$ cat src/rtl/display_scan_controller.sv
`default_nettype none
// ============================================================================
// Module   : display_scan_controller
// Brief    : Scans four 4-bit digit codes onto one shared decoder with
//            active-low digit enables, frame-synchronous double buffering,
//            blanking of non-digit codes, leading-zero suppression and an
//            "Erro" override. Define DISPLAY_BLINK_EN to blink the error word.
// Revision : 1.0  initial release
// ============================================================================
module display_scan_controller #(
    parameter int SCAN_DIV     = 4,
    parameter int DEAD         = 1,
    parameter int BLINK_FRAMES = 2
) (
    input  logic        clock,
    input  logic        reset_n,
    input  logic [15:0] values,
    input  logic        load,
    input  logic        error,
    input  logic        lz_blank,
    output logic [3:0]  data,
    output logic [3:0]  digit_n,
    output logic        frame,
    output logic        pending
);

    localparam int            c_cnt_w    = $clog2(SCAN_DIV);
    localparam logic [c_cnt_w-1:0] c_cnt_last = c_cnt_w'(SCAN_DIV - 1);
    localparam logic [c_cnt_w-1:0] c_dead     = c_cnt_w'(DEAD);

    logic [c_cnt_w-1:0] r_cnt;
    logic [c_cnt_w-1:0] w_cnt_nx;
    logic [1:0]         r_idx;
    logic [1:0]         w_idx_nx;
    logic [15:0]        r_shadow;
    logic [15:0]        w_shadow_nx;
    logic [15:0]        r_pend_buf;
    logic [15:0]        w_pend_buf_nx;
    logic               r_err;
    logic               w_err_nx;
    logic               r_run;
    logic               w_pending_nx;
    logic               w_slot_end;
    logic               w_boundary;
    logic [3:0]         w_code;
    logic               w_code_sup;
    logic               w_lz_sup;
    logic               w_blank_frame;
    logic [3:0]         w_digit_n_nx;
    logic               w_frame_nx;

    // r_run holds the counters for one edge after reset so the first cycle
    // out of reset is presented as slot 0 / cnt 0 with a frame pulse.
    always_comb begin
        w_slot_end    = r_run && (r_cnt == c_cnt_last);
        w_boundary    = w_slot_end && (r_idx == 2'd3);
        w_cnt_nx      = r_cnt;
        w_idx_nx      = r_idx;
        if (w_slot_end) begin
            w_cnt_nx = '0;
            w_idx_nx = r_idx + 2'd1;
        end else if (r_run) begin
            w_cnt_nx = r_cnt + c_cnt_w'(1);
        end
        // The boundary uses the buffer as it was before any same-cycle load.
        w_shadow_nx   = (w_boundary && pending) ? r_pend_buf : r_shadow;
        w_err_nx      = w_boundary ? error : r_err;
        w_pend_buf_nx = load ? values : r_pend_buf;
        w_pending_nx  = load | (pending & ~w_boundary);
    end

`ifdef DISPLAY_BLINK_EN
    localparam int                   c_blink_w    = (BLINK_FRAMES > 1) ? $clog2(BLINK_FRAMES) : 1;
    localparam logic [c_blink_w-1:0] c_blink_last = c_blink_w'(BLINK_FRAMES - 1);

    logic [c_blink_w-1:0] r_blink_cnt;
    logic [c_blink_w-1:0] w_blink_cnt_nx;
    logic                 r_blink_off;
    logic                 w_blink_off_nx;

    // Held cleared while no error is latched, so the first error frame is lit.
    always_comb begin
        w_blink_cnt_nx = r_blink_cnt;
        w_blink_off_nx = r_blink_off;
        if (!w_err_nx) begin
            w_blink_cnt_nx = '0;
            w_blink_off_nx = 1'b0;
        end else if (w_boundary && r_err) begin
            if (r_blink_cnt == c_blink_last) begin
                w_blink_cnt_nx = '0;
                w_blink_off_nx = ~r_blink_off;
            end else begin
                w_blink_cnt_nx = r_blink_cnt + c_blink_w'(1);
            end
        end
    end

    always_ff @(posedge clock) begin
        if (!reset_n) begin
            r_blink_cnt <= '0;
            r_blink_off <= 1'b0;
        end else begin
            r_blink_cnt <= w_blink_cnt_nx;
            r_blink_off <= w_blink_off_nx;
        end
    end

    assign w_blank_frame = w_blink_off_nx;
`else
    assign w_blank_frame = 1'b0;
`endif

    // Outputs are computed from next-state values so the registered outputs
    // line up with the counters without an extra cycle of latency.
    always_comb begin
        w_code = w_shadow_nx[{w_idx_nx, 2'b00} +: 4];
        if (w_err_nx) begin
            case (w_idx_nx)
                2'd0:    w_code = 4'b1111;
                2'd1:    w_code = 4'b1110;
                2'd2:    w_code = 4'b1110;
                default: w_code = 4'b1100;
            endcase
        end
        w_code_sup = !w_err_nx &&
                     ((w_code == 4'b1010) || (w_code == 4'b1011) || (w_code == 4'b1101));
        case (w_idx_nx)
            2'd1:    w_lz_sup = (w_shadow_nx[15:4]  == 12'h000);
            2'd2:    w_lz_sup = (w_shadow_nx[15:8]  == 8'h00);
            2'd3:    w_lz_sup = (w_shadow_nx[15:12] == 4'h0);
            default: w_lz_sup = 1'b0;
        endcase
        w_lz_sup = w_lz_sup && lz_blank && !w_err_nx;
        if ((w_cnt_nx < c_dead) || w_code_sup || w_lz_sup || w_blank_frame) begin
            w_digit_n_nx = 4'b1111;
        end else begin
            w_digit_n_nx = ~(4'b0001 << w_idx_nx);
        end
        w_frame_nx = w_boundary || !r_run;
    end

    always_ff @(posedge clock) begin
        if (!reset_n) begin
            r_cnt      <= '0;
            r_idx      <= 2'd0;
            r_shadow   <= 16'h0000;
            r_pend_buf <= 16'h0000;
            r_err      <= 1'b0;
            r_run      <= 1'b0;
            pending    <= 1'b0;
            data       <= 4'b0000;
            digit_n    <= 4'b1111;
            frame      <= 1'b0;
        end else begin
            r_cnt      <= w_cnt_nx;
            r_idx      <= w_idx_nx;
            r_shadow   <= w_shadow_nx;
            r_pend_buf <= w_pend_buf_nx;
            r_err      <= w_err_nx;
            r_run      <= 1'b1;
            pending    <= w_pending_nx;
            data       <= w_code;
            digit_n    <= w_digit_n_nx;
            frame      <= w_frame_nx;
        end
    end

endmodule
`default_nettype wire

$ cat config.mk
export PLATFORM = sky130hd
export DESIGN_NAME = display_scan_controller
export DESIGN_NICKNAME = d
export VERILOG_FILES = /design/src/rtl/display_scan_controller.sv
export SDC_FILE = /design/constraint.sdc
export NUM_CORES = 1
export LEC_CHECK = 0
export BUFFER_PORTS_ARGS = -buffer_cell sky130_fd_sc_hd__buf_2
export CAP_MARGIN = 30
export CORE_UTILIZATION = 50
export CTS_BUF_LIST = sky130_fd_sc_hd__clkbuf_8 sky130_fd_sc_hd__clkbuf_16
export CTS_CLUSTER_SIZE = 8
export DETAILED_ROUTE_END_ITERATION = 12
export PLACE_DENSITY = 0.79
export SLEW_MARGIN = 20
export SYNTH_ARGS = -nofsm -noshare
export SYNTH_HDL_FRONTEND = slang
export SYNTH_SLANG_ARGS = --single-unit
$ cat constraint.sdc
create_clock -name clock -period 2.4 [get_ports clock]
set_input_delay 0.48 -clock clock [delete_from_list [all_inputs] [get_ports clock]]
set_output_delay 0.48 -clock clock [all_outputs]
set_load 0.01 [all_outputs]
======== Word-level counts from Yosys, hierarchy flattened ========
Index checks and enable logic that the tools add are counted.
storage, ports and cells
  register bits ........................... 48
  input bits .............................. 21
  output and inout port bits .............. 10
  word-level logic and storage cells ...... 56
cells by class
  $add $sub $neg .......................... 2
  order comparisons ....................... 1
  eq/ne operators ......................... 8
  shifts and indexed selects .............. 2
  mux-type cells .......................... 9
  bitwise logic cells ..................... 5
  reductions and logical operators ........ 19
operators with widths
  operator                                             count
  two-way mux 16 bit                                   1
  variable part select 16 x 5 -> 4 bit                 1
  == test 4 bit (second input constant)                3
  logical NOT 12 bit                                   1
  == test 2 bit (second input constant)                4
  logical NOT 8 bit                                    1
  logical AND 1 bit                                    6
  two-way mux 2 bit                                    3
  logical OR 1 bit                                     5
  adder 2 x 1 -> 2 bit (second input constant)         2
  logical NOT 4 bit                                    1
  two-way mux 4 bit                                    1
  NOT 4 bit                                            1
  case mux 2 bit (2 select lines)                      1
  OR reduction 2 bit                                   2
  << shifter 1 x 2 -> 4 bit (first input constant)     1
  case mux 1 bit (3 select lines)                      1
  == test 2 x 1 -> 1 bit (second input constant)       1
  logical NOT 1 bit                                    2
  logical NOT 2 bit                                    1
  < comparator 2 x 1 -> 1 bit (second input constant)  1
  two-way mux 1 bit                                    2
  NOT 1 bit                                            2
  bitwise AND 1 bit                                    1
  OR 1 bit                                             1

======== Depth between registers and ports, before layout ========
Gate-level depths: netlist of the first run.
  depth in word-level cells ............... 14
  mapped depth ............................ 10
  mapped depth without buffers ............ 8

======== Worst setup path after synthesis of the first run ========
Ideal clock, no wire load.
  path type ............................... reg2reg
  start point ............................. register r_idx[0]
  end point ............................... register digit_n[2]
  setup time .............................. 0.132 ns
  data arrival time ....................... 2.102 ns
  data required time ...................... 2.268 ns
  setup slack ............................. 0.166 ns
  cell stages (with the launch flop) ...... 10
  path buffers ............................ 1
  clock period less this slack ............ 2.234 ns
  cells stage by stage .................... dfxtp_1 -> ha_1 -> nand4_1 -> buf_4 -> mux2_4 -> a222oi_1 -> nand2_1 -> and3b_1 -> o21ai_2 -> nand2_1
on the way
  longest elaborated chain between the ends .. 13
  elaborated cells on any way between the ends .. 33
  classes of those cells .................. add/sub (1); eq/ne (7); shift (2); mux (6); bitwise (1); reduce/logical (16)
ends and longest elaborated chain
  element                                                                                  RTL line  text
  start: declaration                                                                       33        logic [1:0] r_idx;
  start signal: assignment                                                                 156       r_idx <= w_idx_nx;
  == test 2 bit or adder 2 x 1 -> 2 bit (tied branches)                                    56, 61
  logical AND 1 bit or two-way mux 2 bit (tied branches)                                   56, 59
  logical AND 1 bit, or another cell as far along                                          66        w_shadow_nx = (w_boundary && pending) ? r_pend_buf : r_shadow;
  two-way mux 16 bit or OR reduction 2 bit (tied branches)                                 -
  variable part select 16 x 5 -> 4 bit or case mux 2 bit (2 select lines) (tied branches)  116, 118
  two-way mux 4 bit                                                                        117       if (w_err_nx) begin
  == test 4 bit                                                                            126       ((w_code == 4'b1010) || (w_code == 4'b1011) || (w_code == 4'b1101));
  logical OR 1 bit (2 in a row)                                                            126
  logical AND 1 bit                                                                        125       w_code_sup = !w_err_nx &&
  logical OR 1 bit (2 in a row)                                                            134       if ((w_cnt_nx < c_dead) || w_code_sup || w_lz_sup || w_blank_frame) begin
  OR reduction 2 bit (no line)                                                             -
  end signal: assignment                                                                   163       digit_n <= w_digit_n_nx;
  end: declaration                                                                         22        output logic [3:0] digit_n,
Several ways; a longest one is shown, not always the timed one.
A chain may end at the register's enable or synchronous reset.

======== Worst setup path in the final report of the first run ========
  start point ............................. register r_cnt[0]
  end point ............................... register digit_n[3]
on the way
  longest elaborated chain between the ends .. 14
  elaborated cells on any way between the ends .. 37
  classes of those cells .................. add/sub (1); order compare (1); eq/ne (7); shift (2); mux (8); bitwise (1); reduce/logical (17)
ends and longest elaborated chain
  element                                                                                  RTL line  text
  start: declaration                                                                       31        logic [c_cnt_w-1:0] r_cnt;
  start signal: assignment                                                                 155       r_cnt <= w_cnt_nx;
  == test 2 bit                                                                            55        w_slot_end = r_run && (r_cnt == c_cnt_last);
  logical AND 1 bit                                                                        55
  logical AND 1 bit or two-way mux 2 bit (tied branches)                                   56, 59
  logical AND 1 bit, or another cell as far along                                          66
  two-way mux 16 bit or OR reduction 2 bit (tied branches)                                 -
  variable part select 16 x 5 -> 4 bit or case mux 2 bit (2 select lines) (tied branches)  116, 118
  two-way mux 4 bit                                                                        117
  == test 4 bit                                                                            126
  logical OR 1 bit (2 in a row)                                                            126
  logical AND 1 bit                                                                        125
  logical OR 1 bit (2 in a row)                                                            134
  OR reduction 2 bit (no line)                                                             -
Several ways; a longest one is shown, not always the timed one.

==> impl_metrics.toml, run 1 <==
[layout]
final_layout_size_suffix_gt1_frac = 0.273
areaGrowthSynthToFinish_pct = 17.7
antenna-diode-count = 0
finish.instance_area_mm2 = 0.00238
nets = 267

[timing]
post-route-period-util = 0.938
finalWorstSetupSlack_ns = 0.149
final_hold_viol_count = 0
slew_viol_final = 0
hold_ws_ns = 0.369
actual_transition_at_the_worst_max_transition_pin_ns = 0.482
setup_viol = 0
finalClockSkew_ns = 0.00598
fmax_mhz = 444
setup_repair_after_global_routing_missed_its_margin = "no"
period_needed_ns = 2.25
fin_setup_tns_ns = 0
slew-limit-headroom = 0.679

[synthesis]
leading_cell_types_by_count_after_synthesis = "sky130_fd_sc_hd__dfxtp_1, sky130_fd_sc_hd__nor2_1, sky130_fd_sc_hd__mux2i_1"
syn_inst = 205
avgSynthCellArea_um2 = 9.89
cell_with_the_most_instances_after_synthesis = "sky130_fd_sc_hd__dfxtp_1"
synth_net_count = 228
yosys_warnings = 0
synth_sequential_area_ratio = 0.474
cell_area_after_synthesis_mm2 = 0.00203
synthArstFlopShare = 0
yosys.area.top_type_share = 0.474
synth.distinct_cells = 38
synth.top_cells.by_area = "sky130_fd_sc_hd__dfxtp_1, sky130_fd_sc_hd__mux2i_1, sky130_fd_sc_hd__nor2_1"
main_flop_type_after_synthesis = "sky130_fd_sc_hd__dfxtp_1"
ys_ff_latch = 48
synth.largest_area_cell = "sky130_fd_sc_hd__dfxtp_1"
synth-edff-count = 0

[route]
detailroute.via_count = 1579
first_pass_iteration_count_of_the_detailed_router = 4
wl_per_cell_um = 13.9
final_antenna_net_count = 0
detailed_router_s_first_iteration_violation_count = 96
route.detailed.drc = 0
post_drt_via_cell_ratio = 5.39
routed_wire_length_mm = 4.08

[die]
floorplan.initialDensity = 0.537
num_rows = 22
dieArea_mm2 = 0.00431
die_height_um = 65.7
num_io_pins = 31
die_x_um = 65.7
placeableCoreArea_mm2 = 0.00377

[run]
maxCapViolCount = 0

[clocking]
clkSinkCount = 48
cts_buffers = 5
clk_pin_slew_worst_paths_ns = 0.09
cts_root_buffer = "sky130_fd_sc_hd__clkbuf_8"
cts-htree-levels = 2
clock_path_buffers = 2
cts_hold_repair.buffers = 0
tritoncts = "done"
insertion_delay_ns = 0.31

[placement]
dpl_worst_slack_ns = 0.0702
placedInstanceArea_mm2 = 0.00223
dp_hpwl_mm = 2.89
place_congestion = 0.877
buffer_ports.inserted = 30

[critical_path]
data_required_time_at_the_worst_endpoint_ns = 2.59
cp.buffers_inverters = 1
cp_cell_sequence = "ha_1, nand4_1, buf_12, mux2_2, a222oi_1, nand2_1, and3b_1, o21ai_2, nand2_1"
crit_top_cell = "sky130_fd_sc_hd__nand2_1"
worst_setup_path_start_kind = "register"
critical-path-max-stage-delay_ns = 0.38
slowest_stage = "sky130_fd_sc_hd__a222oi_1"
setup.worst_path.end_class = "register"
criticalPathCategory = "reg -> reg"
crit_arrival_ns = 2.44
critical_path.top_delay_family = "compound AO/OA/AOI/OAI gates"
crit_path_max_fanout = 13

[status]
status = "complete, no violations"

[global_routing]
wire_length_of_the_first_global_routing_pass_mm = 6.59
antenna_violations_before_repair = 0
grt_pass1_vias = 1426
grt_usage = 0.206
grt_start_max_net_pins = 39
globalRoute.totalOverflow = 0

[pwr]
power-per-cell-area_mw_per_mm2 = 614
power.leakage_nw = 1.16
p_total_w = 0.00146
vdd_ir_drop_max_mv = 0.472

[min_path]
min_path_type = "in -> reg"
routing by layer:
| metal | share of wire | vias up | global-route usage | wire (µm) |
|---|---|---|---|---|
| met1 | 0.49 | 739 | 0.258 | 1990 |
| met5 | 0 | - | 0 | 0 |
| met2 | 0.46 | 30 | 0.332 | 1900 |
| li1 | - | 805 | - | - |
| met4 | 0.015 | 0 | 0.0761 | 61 |
| met3 | 0.033 | 5 | 0.0625 | 133 |
kinds of logic after synthesis:
kind of cell,share of synthesized area
buffers and inverters,0.0457
DFF,0.474
and+or+nand+nor,0.152
AOI/OAI and AO/OA,0.118
muxes,0.193
adders and majority gates,0.0123
xor gates and xnor gates,0.00432
flip-flops by register name, indices dropped and copies added (netlist names):
register	count
pending	1
r_idx	2
r_run	1
r_cnt	2
digit_n	4
frame	1
data	4
r_err	1
r_shadow	16
r_pend_buf	16
through the flow:
step / util / std cells
after floorplan: - / 205
after global placement: 0.591 / 279
after detailed placement: 0.591 / 279
after CTS: 0.617 / 287
after global routing: 0.632 / 293
final: 0.632 / 293
what timing repair did:
item | 4_1_cts | 5_1_grt
gates resized for setup | 0 | 4
setup buffers | 0 | 6
setup endpoints to repair | 0 | 4
hold endpoints to repair | 0 | 0
final timing paths:
check	depth (start not counted)	slack [ns]	startpoint	end
worst max-delay path	9	0.15	r_cnt[0]$_SDFF_PN0_	digit_n[3]$_SDFF_PP1_
worst min register to register	2	0.51	r_pend_buf[1]$_SDFFE_PN0P_	r_pend_buf[1]$_SDFFE_PN0P_
worst max register to register	9	0.15	r_cnt[0]$_SDFF_PN0_	digit_n[3]$_SDFF_PP1_
worst min-delay path	1	0.37	reset_n	r_run$_DFF_P_
where the power goes:
part	switching, W	internal, W
Clock	0.000274	0.000233
Sequential	0.0000171	0.000823
Combinational	0.0000620	0.0000551
Total	0.000353	0.00111
cell type report:
type	count	area (µm²)
fill	324	1390
multi-input combinational	142	986
sequential	48	962
timing repair buffer	44	268
clock buffer	6	82.6
tap	48	60.1
clock inverter	2	15.0
inverter	3	11.3
layout by cell type (no fill, tap or decap), types with 2 or more instances in the layout:
master / netlist / routed
sky130_fd_sc_hd__mux2i_1: 32 / 31
sky130_fd_sc_hd__and2_1: 3 / 3
sky130_fd_sc_hd__o22ai_1: 3 / 3
sky130_fd_sc_hd__a31oi_1: 2 / 2
sky130_fd_sc_hd__clkinvlp_4: 0 / 2
sky130_fd_sc_hd__buf_4: 3 / 13
sky130_fd_sc_hd__clkbuf_8: 1 / 6
sky130_fd_sc_hd__nor2_1: 39 / 39
sky130_fd_sc_hd__mux2_2: 5 / 5
sky130_fd_sc_hd__o211ai_1: 2 / 2
sky130_fd_sc_hd__inv_1: 3 / 3
sky130_fd_sc_hd__ha_1: 2 / 2
sky130_fd_sc_hd__nand2_1: 10 / 10
sky130_fd_sc_hd__buf_2: 0 / 30
sky130_fd_sc_hd__o21ai_0: 3 / 2
sky130_fd_sc_hd__nand4_1: 3 / 3
sky130_fd_sc_hd__a21oi_1: 7 / 7
sky130_fd_sc_hd__nor4_1: 4 / 4
sky130_fd_sc_hd__nand3_1: 3 / 3
sky130_fd_sc_hd__nor3_1: 3 / 3
sky130_fd_sc_hd__a22oi_1: 4 / 4
sky130_fd_sc_hd__o21a_1: 2 / 2
sky130_fd_sc_hd__dfxtp_1: 48 / 47
(Power assumes the default switching activity.)
==> inputs of run 2 (changes only) <==
--- a/config.mk
+++ b/config.mk
@@ -12,6 +12,7 @@
 export CTS_CLUSTER_SIZE = 8
 export DETAILED_ROUTE_END_ITERATION = 12
 export PLACE_DENSITY = 0.79
+export RECOVER_POWER = 50
 export SLEW_MARGIN = 20
 export SYNTH_ARGS = -nofsm -noshare
 export SYNTH_HDL_FRONTEND = slang
==> run 2 against run 1 <==
  * Final cell count did not move
  * Clock skew barely moved
  * Core utilization fell by 0.43 points
  * Register-to-register slack barely moved
  * Largest cell class unchanged
  * The run now ends with max-capacitance violations, max-slew violations left
  * First-iteration DRC count rose by 7.3%
==> impl_metrics.toml, run 2 (same netlist as run 1, synthesis figures left out) <==
[route]
wl_per_cell_um = 14.0
final_antenna_net_count = 0
routed_wire_length_mm = 4.11
detailroute.via_count = 1585
first_pass_iteration_count_of_the_detailed_router = 4
route.detailed.drc = 0
detailed_router_s_first_iteration_violation_count = 103
post_drt_via_cell_ratio = 5.41

[timing]
fmax_mhz = 442
post-route-period-util = 0.943
setup_viol = 0
setup_repair_after_global_routing_missed_its_margin = "no"
actual_transition_at_the_worst_max_transition_pin_ns = 1.65
finalWorstSetupSlack_ns = 0.137
fin_setup_tns_ns = 0
period_needed_ns = 2.26
finalClockSkew_ns = 0.00579
slew_viol_final = 39
slew-limit-headroom = -0.102
final_hold_viol_count = 0

[layout]
finish.instance_area_mm2 = 0.00237
areaGrowthSynthToFinish_pct = 16.9
nets = 267
final_layout_size_suffix_gt1_frac = 0.229
top_regs = "r_pend_buf x16, r_shadow x16"
final_core_util = 0.628
mostFrequentLayoutCell = "sky130_fd_sc_hd__dfxtp_1"
nFillCells = 327
multiInputGateArea_um2 = 986
area.sequential_um2 = 962
antenna-diode-count = 0
layout_common_cells = "sky130_fd_sc_hd__dfxtp_1, sky130_fd_sc_hd__nor2_1, sky130_fd_sc_hd__mux2i_1"

[die]
die_height_um = 65.7
placeableCoreArea_mm2 = 0.00377
floorplan.initialDensity = 0.537
num_rows = 22
dieArea_mm2 = 0.00431
num_io_pins = 31
die_x_um = 65.7

[critical_path]
crit_top_cell = "sky130_fd_sc_hd__nand2_1"
cp.buffers_inverters = 1
worst_setup_path_start_kind = "register"
setup.worst_path.end_class = "register"
criticalPathCategory = "reg -> reg"
cp_cell_sequence = "ha_1, nand4_1, buf_12, mux2_2, a222oi_1, nand2_1, and3b_1, o21ai_2, nand2_1"
crit_arrival_ns = 2.45
critical_path.top_delay_family = "compound AO/OA/AOI/OAI gates"
data_required_time_at_the_worst_endpoint_ns = 2.59
critical-path-max-stage-delay_ns = 0.39
slowest_stage = "sky130_fd_sc_hd__a222oi_1"
crit_path_max_fanout = 13

[clocking]
insertion_delay_ns = 0.31
clk_pin_slew_worst_paths_ns = 0.09
cts-htree-levels = 2
cts_hold_repair.buffers = 0
tritoncts = "done"
clkSinkCount = 48
cts_root_buffer = "sky130_fd_sc_hd__clkbuf_8"
cts_buffers = 5
clock_path_buffers = 2

[global_routing]
grt_start_max_net_pins = 39
grt_pass1_vias = 1426
antenna_violations_before_repair = 0
globalRoute.totalOverflow = 0
wire_length_of_the_first_global_routing_pass_mm = 6.59
grt_usage = 0.206

[pwr]
power.leakage_nw = 1.12
vdd_ir_drop_max_mv = 0.472
power-per-cell-area_mw_per_mm2 = 617
p_total_w = 0.00146

[placement]
place_congestion = 0.877
buffer_ports.inserted = 30
dp_hpwl_mm = 2.89
placedInstanceArea_mm2 = 0.00223
dpl_worst_slack_ns = 0.0702

[status]
violations = "max-capacitance violations, max-slew violations"
status = "complete, but fails checks"

[min_path]
min_path_type = "in -> reg"

[run]
maxCapViolCount = 1
==> run 2: cell types whose count changed in the layout (fill, tap and decap cells not counted), sizes merged <==
cell	delta
buf	-11
clkbuf	+11
==> run 2: routing by layer <==
metal	track usage	share of wire	up-vias
met5	0	0	-
met4	0.0761	0.015	0
met3	0.0625	0.037	5
met2	0.332	0.46	35
met1	0.258	0.49	740
li1	-	-	805
==> run 2: worst paths after layout <==
check / startpoint / endpoint / slack, ns / cells past startpoint
setup / recovery: r_cnt[0]$_SDFF_PN0_ / digit_n[3]$_SDFF_PP1_ / 0.14 / 9
hold / removal: values[15] / r_pend_buf[15]$_SDFFE_PN0P_ / 0.40 / 3
setup reg to reg: r_cnt[0]$_SDFF_PN0_ / digit_n[3]$_SDFF_PP1_ / 0.14 / 9
hold reg to reg: r_pend_buf[1]$_SDFFE_PN0P_ / r_pend_buf[1]$_SDFFE_PN0P_ / 0.51 / 2
==> run 2: final cells by class <==
cell class,instances,share of cell area
multi-input cells,142,0.416
flip-flops and latches,48,0.406
repair buffers,44,0.106
clock buffers,6,0.0349
well taps,48,0.0254
clock inverters,2,0.00634
inverters,3,0.00475
==> run 2: worst min-delay path, delay by kind of cell <==
family                 cells  cell delay (ns)
and+or+nand+nor            1             0.07
buffers and inverters      1             0.07
muxes                      1             0.05
==> run 2: power breakdown <==
part	total (W)	switching, W	internal, W
combinational	0.000115	0.0000619	0.0000529
sequential	0.000840	0.0000173	0.000823
clock	0.000507	0.000273	0.000233
==> run 2: through the flow <==
stage	hold WS, ns	cells
after CTS	0.368	287
after floorplan	0.456	205
after global placement	0.480	279
after detailed placement	0.493	279
after global routing	0.393	293
final	0.401	293
==> run 2: timing repair <==
action	in CTS	in global routing
buffers inserted	0	6
resized for setup	0	4
setup endpoints to repair	0	4
==> inputs of run 3 (changes only) <==
--- a/config.mk
+++ b/config.mk
@@ -7,11 +7,11 @@
 export LEC_CHECK = 0
 export BUFFER_PORTS_ARGS = -buffer_cell sky130_fd_sc_hd__buf_2
 export CAP_MARGIN = 30
-export CORE_UTILIZATION = 50
+export CORE_UTILIZATION = 45
 export CTS_BUF_LIST = sky130_fd_sc_hd__clkbuf_8 sky130_fd_sc_hd__clkbuf_16
 export CTS_CLUSTER_SIZE = 8
 export DETAILED_ROUTE_END_ITERATION = 12
-export PLACE_DENSITY = 0.79
+export PLACE_DENSITY = 0.73
 export RECOVER_POWER = 50
 export SLEW_MARGIN = 20
 export SYNTH_ARGS = -nofsm -noshare
==> run 3 against run 2 <==
  * The flow now finishes without violations
  * Global-route usage decreased by 2.7 points
  * Die area increased by 11%
  * Power decreased by 2.4%
  * Clock power decreased by 7.1%
  * Via count decreased by 0.13%
  * Core utilization decreased by 9.3 points
  * Clock skew increased by 0.0026 ns
  * Critical path type unchanged
  * Non-clock buffer count decreased by 2
  * Critical path depth unchanged
  * Sequential share of layout area increased by 0.64 points
==> impl_metrics.toml, run 3 (same netlist as run 1, synthesis figures left out) <==
[status]
status = "complete, no violations"

[clocking]
clkSinkCount = 48
cts-htree-levels = 2
tritoncts = "done"
cts_root_buffer = "sky130_fd_sc_hd__clkbuf_8"
clock_path_buffers = 2
cts_resized = 0
insertion_delay_ns = 0.30
cts_buffers = 5
clk_pin_slew_worst_paths_ns = 0.08

[global_routing]
grt_start_max_net_pins = 31
grt_pass1_vias = 1446
grt_usage = 0.180
wire_length_of_the_first_global_routing_pass_mm = 6.85
globalRoute.totalOverflow = 0
antenna_violations_before_repair = 0

[timing]
slew_viol_final = 0
final_hold_viol_count = 0
finalClockSkew_ns = 0.00843
post-route-period-util = 0.940
slew-limit-headroom = 0.225
setup_viol = 0
finalWorstSetupSlack_ns = 0.145
actual_transition_at_the_worst_max_transition_pin_ns = 1.16
period_needed_ns = 2.26
fmax_mhz = 443

[die]
placeableCoreArea_mm2 = 0.00435
num_io_pins = 31
floorplan.initialDensity = 0.466
dieArea_mm2 = 0.00478
die_height_um = 69.1
num_rows = 24
die_x_um = 69.1

[layout]
nFillCells = 410
antenna-diode-count = 0
nets = 265
areaGrowthSynthToFinish_pct = 14.9
top_regs = "r_pend_buf x16, r_shadow x16"
layout_common_cells = "sky130_fd_sc_hd__dfxtp_1, sky130_fd_sc_hd__nor2_1, sky130_fd_sc_hd__mux2i_1"
final_layout_size_suffix_gt1_frac = 0.206
mostFrequentLayoutCell = "sky130_fd_sc_hd__dfxtp_1"

[placement]
place_congestion = 0.908
dp_hpwl_mm = 3.02
buffer_ports.inserted = 30
dpl_worst_slack_ns = 0.0635

[critical_path]
r2r-start = "r_cnt[0]$_SDFF_PN0_"
worst_setup_path_start_kind = "register"
criticalPathCategory = "reg -> reg"
data_required_time_at_the_worst_endpoint_ns = 2.58
setup.worst_path.end_class = "register"
crit_path_max_fanout = 10
critical_path.startpoint = "r_cnt[0]$_SDFF_PN0_"
crit_arrival_ns = 2.43

[route]
route.detailed.drc = 0
first_pass_iteration_count_of_the_detailed_router = 4
final_antenna_net_count = 0
post_drt_via_cell_ratio = 5.37
wl_per_cell_um = 13.7
detailed_router_s_first_iteration_violation_count = 92
detailroute.via_count = 1583
routed_wire_length_mm = 4.05

[run]
maxCapViolCount = 0

[pwr]
power-per-cell-area_mw_per_mm2 = 613
p_total_w = 0.00143
power.leakage_nw = 1.12
vdd_ir_drop_max_mv = 0.389

[min_path]
min_path_type = "in -> reg"
worstHoldStart = "values[4]"
-- run 3: routing by layer --
metal	wire length (µm)	vias up	global-route usage	share of wire
li1	-	804	-	-
met1	2000	743	0.239	0.49
met2	1820	32	0.282	0.45
met3	174	4	0.0526	0.043
met4	48	0	0.0544	0.012
met5	0	-	0	0
-- run 3: layout make-up --
cell class                 count  area, µm²  area share
sequential                    48        961       0.413
tap                           52       65.1      0.0279
inverter                       3       11.3     0.00484
timing repair buffer          42        228      0.0978
multi-input combinational    142        973       0.418
clock inverter                 2       7.51     0.00322
clock buffer                   6       82.6      0.0355
-- run 3: worst paths after layout --
| check | slack [ns] | end | cells past startpoint |
|---|---|---|---|
| max | 0.14 | digit_n[0]$_SDFF_PP1_ | 9 |
| min reg2reg | 0.51 | r_shadow[0]$_SDFF_PN0_ | 2 |
| min | 0.41 | r_pend_buf[4]$_SDFFE_PN0P_ | 3 |
| max reg2reg | 0.14 | digit_n[0]$_SDFF_PP1_ | 9 |
-- run 3: repair_timing --
action,4_1_cts,5_1_grt
hold buffers,0,0
endpoints found under the setup margin,0,4
setup buffers,0,2
-- run 3: critical path, stage by stage, from the launching register on --
cell                       delay [ns]
sky130_fd_sc_hd__dfxtp_1         0.33
sky130_fd_sc_hd__ha_1            0.20
sky130_fd_sc_hd__buf_4           0.17
sky130_fd_sc_hd__and2_4          0.20
sky130_fd_sc_hd__a22o_1          0.25
sky130_fd_sc_hd__a222oi_1        0.41
sky130_fd_sc_hd__nand2_1         0.11
sky130_fd_sc_hd__and3b_1         0.21
sky130_fd_sc_hd__o21ai_2         0.19
sky130_fd_sc_hd__nand2_1         0.07
-- run 3: per-stage QoR --
step / utilization / hold WS, ns / cells / TNS, ns / area, µm²
CTS: 0.534 / 0.370 / 293 / 0 / 2330
global route: 0.535 / 0.417 / 295 / -0.00611 / 2330
detailed placement: 0.514 / 0.490 / 285 / 0 / 2240
floorplan: - / 0.456 / 205 / 0 / 2030
global placement: 0.514 / 0.484 / 285 / 0 / 2240
finish: 0.535 / 0.414 / 295 / 0 / 2330
-- run 3: power by group --
| part | switching [W] | internal, W |
|---|---|---|
| combinational | 0.0000624 | 0.0000538 |
| clock | 0.000244 | 0.000226 |
| sequential | 0.0000169 | 0.000823 |
| total | 0.000324 | 0.00110 |
